$ cat src/rtl/divisor_frec_multi.sv
// Multi-channel programmable square-wave / tick generator with glitch-free runtime top reload.
// Optional macro DIVFREQ_PHASE_ALIGN_EN adds a `sync` input that phase-aligns every channel.
module divisor_frec_multi #(
    parameter int CH          = 2,
    parameter int W           = 16,
    parameter int DEFAULT_TOP = 1000
) (
    input  logic                 clk,
    input  logic                 rst_n,
`ifdef DIVFREQ_PHASE_ALIGN_EN
    input  logic                 sync,
`endif
    input  logic [CH-1:0]        enable,
    input  logic                 wr_en,
    input  logic [$clog2(CH):0]  wr_ch,
    input  logic [W-1:0]         wr_top,
    output logic                 wr_ack,
    output logic [CH-1:0]        clkout,
    output logic [CH-1:0]        tick
);

    localparam int          CW      = $clog2(CH) + 1;
    localparam logic [W-1:0] TOP_RST = W'(DEFAULT_TOP);

    logic [CH-1:0][W-1:0] count_q,   count_d;
    logic [CH-1:0][W-1:0] active_q,  active_d;
    logic [CH-1:0][W-1:0] pending_q, pending_d;
    logic [CH-1:0]        clkout_q,  clkout_d;
    logic [CH-1:0]        tick_q,    tick_d;
    logic                 wr_ack_q,  wr_ack_d;
    logic [CH-1:0]        wr_hit_s;

    // Write address decode; an out-of-range channel index matches nothing and is dropped.
    always_comb begin
        wr_hit_s = {CH{1'b0}};
        for (int i = 0; i < CH; i++) begin
            if (wr_en && (wr_ch == CW'(i))) begin
                wr_hit_s[i] = 1'b1;
            end else begin
                wr_hit_s[i] = 1'b0;
            end
        end
    end

    // Next-state computation for every channel and the write acknowledge.
    always_comb begin
        count_d   = count_q;
        active_d  = active_q;
        pending_d = pending_q;
        clkout_d  = clkout_q;
        tick_d    = {CH{1'b0}};
        wr_ack_d  = wr_en;
        for (int i = 0; i < CH; i++) begin
`ifdef DIVFREQ_PHASE_ALIGN_EN
            if (sync) begin
                count_d[i]  = {W{1'b0}};
                clkout_d[i] = 1'b0;
                active_d[i] = pending_q[i];
                if (wr_hit_s[i]) begin
                    pending_d[i] = wr_top;
                end else begin
                    pending_d[i] = pending_q[i];
                end
            end else begin
`endif
                if (enable[i]) begin
                    // Terminal count reloads active from the pending value seen before this edge.
                    if (count_q[i] == active_q[i]) begin
                        count_d[i]  = {W{1'b0}};
                        clkout_d[i] = ~clkout_q[i];
                        tick_d[i]   = 1'b1;
                        active_d[i] = pending_q[i];
                    end else begin
                        count_d[i]  = count_q[i] + W'(1);
                    end
                end else begin
                    count_d[i] = count_q[i];
                end
                if (wr_hit_s[i]) begin
                    pending_d[i] = wr_top;
                    // A stopped channel takes the new top at once and restarts cleanly.
                    if (!enable[i]) begin
                        active_d[i] = wr_top;
                        count_d[i]  = {W{1'b0}};
                    end else begin
                        active_d[i] = active_d[i];
                    end
                end else begin
                    pending_d[i] = pending_d[i];
                end
`ifdef DIVFREQ_PHASE_ALIGN_EN
            end
`endif
        end
    end

    // State registers with synchronous active-low reset.
    always_ff @(posedge clk) begin
        if (!rst_n) begin
            count_q   <= {CH{{W{1'b0}}}};
            active_q  <= {CH{TOP_RST}};
            pending_q <= {CH{TOP_RST}};
            clkout_q  <= {CH{1'b0}};
            tick_q    <= {CH{1'b0}};
            wr_ack_q  <= 1'b0;
        end else begin
            count_q   <= count_d;
            active_q  <= active_d;
            pending_q <= pending_d;
            clkout_q  <= clkout_d;
            tick_q    <= tick_d;
            wr_ack_q  <= wr_ack_d;
        end
    end

    assign clkout = clkout_q;
    assign tick   = tick_q;
    assign wr_ack = wr_ack_q;

endmodule

$ cat config.mk
export PLATFORM = sky130hd
export DESIGN_NAME = divisor_frec_multi
export DESIGN_NICKNAME = d
export VERILOG_FILES = /design/src/rtl/divisor_frec_multi.sv
export SDC_FILE = /design/constraint.sdc
export NUM_CORES = 1
export LEC_CHECK = 0
export ABC_CLOCK_PERIOD_IN_PS = 2500
export CORE_MARGIN = 2
export CORE_UTILIZATION = 53
export DETAILED_ROUTE_END_ITERATION = 6
export PLACE_DENSITY = 0.75
export SYNTH_ARGS = -nofsm -noshare
export SYNTH_HDL_FRONTEND = slang
export SYNTH_SLANG_ARGS = --single-unit
$ cat constraint.sdc
create_clock -name clk -period 2.5 [get_ports clk]
set_input_delay 0.375 -clock clk [delete_from_list [all_inputs] [get_ports clk]]
set_output_delay 0.375 -clock clk [all_outputs]
set_load 0.02 [all_outputs]
==> results.rst, run 1 <==
.. list-table::
   :header-rows: 1

   * - Metric
     - Value
   * - Outcome
     - complete, no violations
   * - Remaining number of nets flagged by the antenna check after routing
     - 0
   * - Number of sinks handled by clock tree synthesis
     - 101
   * - Aggregate negative setup slack
     - 0 ns
   * - Cell count after synthesis
     - 534
   * - Total core area
     - 8220 um^2
   * - Biggest fanout along the worst timing path
     - 10
   * - Maximum clock insertion buffer count
     - 2
   * - Async set-or-reset flop fraction in the synthesized netlist
     - 0%
   * - Final HPWL from detailed placement
     - 7.23 mm
   * - Leakage
     - 1.95 nW
   * - Aggregate global-route resource usage
     - 23.1%
   * - Via count of the routed design
     - 3,869
   * - Vertical extent of the die
     - 96.1 um
   * - Power share of the sequential group
     - 57.9%
   * - Number of H-tree levels
     - 3
   * - Worst IR Drop VDD
     - 0.352 mV
   * - Global routing met2 resource utilization
     - 35.5%
   * - Hold EP
     - pending_q[28]
   * - FMAX
     - 423 MHz
   * - Fill count
     - 728
   * - Distinct cells, synth
     - 42
   * - Setup Fix Bufs, Post-CTS
     - 0
   * - Post-layout minimum cycle time
     - 2.36 ns
   * - Top_reg_cell synth
     - dfxtp_1
   * - Die extent in x
     - 96.1 um
   * - Leading cell type in the layout, fill and taps excluded
     - dfxtp_1
   * - Number of antenna violations at the first check in global routing
     - 0
   * - Initial Utilization
     - 54.7%
   * - Cells on worst reg2reg path
     - 5
   * - Setup slack on the worst flop-to-flop path
     - 0.14 ns
   * - Min-Delay Path Class
     - reg -> reg
   * - Critical Path Sink Type
     - register
   * - Fraction of power spent switching nets
     - 25.2%
   * - Count of pins over their slew limit
     - 0
   * - Switching pwr
     - 0.734 mW
   * - Comb pwr share
     - 8.3%
   * - Clock Tree Root
     - clkbuf_8
   * - Antenna diode count
     - 0
   * - Data arrival time of the worst path
     - 2.62 ns
   * - Top Ports
     - 28
   * - Post-Syn Area
     - 4500 um^2
   * - Buffers on Ports
     - 27
   * - Routed WL per cell
     - 14.9 um
   * - Internal cell power
     - 2.18 mW
   * - CP Data Required Time
     - 2.75 ns
   * - RSZ-0062 raised after global routing
     - false
   * - Post-Route WL
     - 10.0 mm
   * - Fraction of the yosys area taken by sequential cells
     - 45.0%
   * - Power Density
     - 567 nW/um^2
   * - Final Hold Fails
     - 0
   * - Site row count
     - 33
   * - Max-Slew Margin vs Limit
     - 48.4%
   * - Max-cap violations
     - 0
   * - Met1 track demand over resource in global routing
     - 32.9%
   * - Post-synth EDFFs
     - 0
   * - Period Utilization, post-route
     - 94.6%
   * - Reg-to-Reg Start
     - count_q[4]
   * - Final RePlAce weighted congestion
     - 0.842
   * - Largest net degree at the start of global routing
     - 30
   * - Residual overflow from global routing
     - 0
   * - Startpoint of the most critical hold path
     - pending_q[28]
   * - Detailed-routing iteration count for the pre-antenna-repair pass
     - 5
   * - Part of the total power dissipated in the clock network
     - 33.8%
   * - Critical path start-end classification
     - reg -> reg
   * - Fraction of layout instances using a drive strength above 1
     - 7.60%
   * - Number of buffers inserted during clock tree synthesis
     - 9
   * - Clock tree from TritonCTS
     - built
   * - Final hold slack
     - 0.466 ns
   * - Drt drc
     - 0
   * - Final-stage net count
     - 586
   * - Via count normalized by instance count
     - 5.77
   * - Synthesis-stage register bit count
     - 101
   * - End of the worst register-to-register path
     - active_q[12]
   * - Met3 Resource Use GR
     - 3.60%
   * - Transition at the pin with the smallest max-transition slack
     - 0.774 ns
   * - Via count of the first global-routing pass
     - 3,511
   * - Clk_skew
     - 0.00754 ns
   * - Min-Delay Path Depth
     - 2
   * - Warnings from Yosys
     - 0
   * - Count of routing violations after the opening detailed-route iteration
     - 224
   * - Clock-pin transition on the worst setup and hold timing paths
     - 0.10 ns
   * - Top Usage Layer GRT
     - met2
   * - First-pass GRT wire length
     - 16.6 mm
   * - Post-route core utilization
     - 62.5%
   * - Commonest cells after routing, fill and taps aside
     - dfxtp_1, nand2_1, nor2_1
   * - Clock latency reported for the late side of the worst-skew pair
     - 0.36 ns
   * - Die area
     - 9240 um^2
   * - Mapped Avg Cell Area
     - 8.42 um^2
   * - Layout overhead on the synthesized area
     - 14.3%
   * - Critical Path Start Type
     - register
   * - Final number of setup-violating endpoints
     - 0
   * - Net count after synthesis
     - 559
synthesized netlist by cell type (3+ instances only):
library cell    n  area share [%]
and3_1          4            0.56
nand4_1        13             1.8
dfxtp_1       101              45
nor2_1         66             5.5
a2111oi_0       6             1.2
a21oi_1        29             3.2
nand3_1        12             1.3
nand2b_1        3            0.42
and4_1          3            0.58
inv_1          12             1.0
o221a_1         9             2.3
xor2_1         40             7.8
nor4_1          4            0.56
or3_1           3            0.42
o21ai_0        12             1.3
a211oi_1       16             2.7
xnor2_1        21             4.1
mux2i_1         8             1.8
nand2_1        86             7.2
a32oi_1         6             1.2
buf_2           4            0.45
clkbuf_1       25             2.1
nor3_1         26             2.9
or4_1           3            0.50
worst max-delay path, cell delays in order, from the launching register on:
cell     delay [ns]
dfxtp_1        0.37
xor2_1         0.21
or4_1          0.54
or4_4          0.49
or2_1          0.35
o221a_1        0.30
worst max-delay path by stage:
stage	startpoint	end	slack, ns	cells after the start
after floorplan	count_q[3]	active_q[0]	0.22	7
after global placement	count_q[2]	active_q[2]	0.12	5
after detailed placement	count_q[4]	active_q[10]	0.06	5
after CTS	count_q[4]	active_q[12]	0.04	5
after global routing	count_q[2]	active_q[10]	0.02	5
final	count_q[4]	active_q[12]	0.14	5
registers in the layout, summed over array words and instances, names as in the netlist:
name and count:
wr_ack 1, count_q 32, tick 2, active_q 32
pending_q 32, clkout 2
what timing repair did:
action / 4_1_cts / 5_1_grt
hold buffers: 0 / 0
resized for setup: 0 / 2
setup endpoints to repair: 0 / 9
per-layer routing:
| layer | wire length, um | up-vias | share of wire [%] |
|---|---|---|---|
| met2 | 4500 | 129 | 45 |
| met1 | 4760 | 1839 | 48 |
| met4 | 159 | 0 | 1.6 |
| li1 | - | 1885 | - |
| met3 | 600 | 16 | 6.0 |
| met5 | 0 | - | 0 |
cell type report:
type	count	area, um^2	share of cell area (%)
Timing Repair Buffer	47	433	8.43
Inverter	13	48.8	0.950
Sequential cell	101	2020	39.4
Clock buffer	11	151	2.95
Clock inverter	5	35.0	0.682
Multi-Input combinational cell	389	2320	45.1
Tap cell	105	131	2.56
power by group through the flow:
stage	combinational [mW]	clock (mW)	sequential (mW)
after floorplan	0.139	0	1.71
after global placement	0.230	0	1.72
after detailed placement	0.238	0	1.72
after CTS	0.240	0.995	1.69
after global routing	0.266	1.07	1.69
final	0.241	0.985	1.69
cell families after synthesis:
group	count (synthesis)	share of synthesized area, %
simple gates	235	24.2
flops	101	45.0
compound gates	83	12.9
xor+xnor	61	11.9
buf+inv	44	3.79
mux	8	1.78
fa+ha+maj	2	0.557
per-stage QoR:
| step | cell area, um^2 | worst slack [ns] | total power [mW] | std cells |
|---|---|---|---|---|
| 2_1_floorplan | 4500 | 0.218 | 1.85 | 534 |
| 3_3_place_gp | 4940 | 0.124 | 1.95 | 655 |
| 6_report | 5140 | 0.136 | 2.91 | 671 |
| 4_1_cts | 5130 | 0.0360 | 2.92 | 671 |
| 3_5_place_dp | 4940 | 0.0624 | 1.96 | 655 |
| 5_1_grt | 5140 | 0.0221 | 3.02 | 671 |
Note: power is estimated with default switching activity, not from simulation.
==> inputs of run 2 (changes only) <==
--- a/config.mk
+++ b/config.mk
@@ -9,6 +9,7 @@
 export CORE_MARGIN = 2
 export CORE_UTILIZATION = 53
 export DETAILED_ROUTE_END_ITERATION = 6
+export GPL_TIMING_DRIVEN = 1
 export PLACE_DENSITY = 0.75
 export SYNTH_ARGS = -nofsm -noshare
 export SYNTH_HDL_FRONTEND = slang
==> results of run 2 <==
No change in the layout: final DEF, timing and power equal those of run 1.
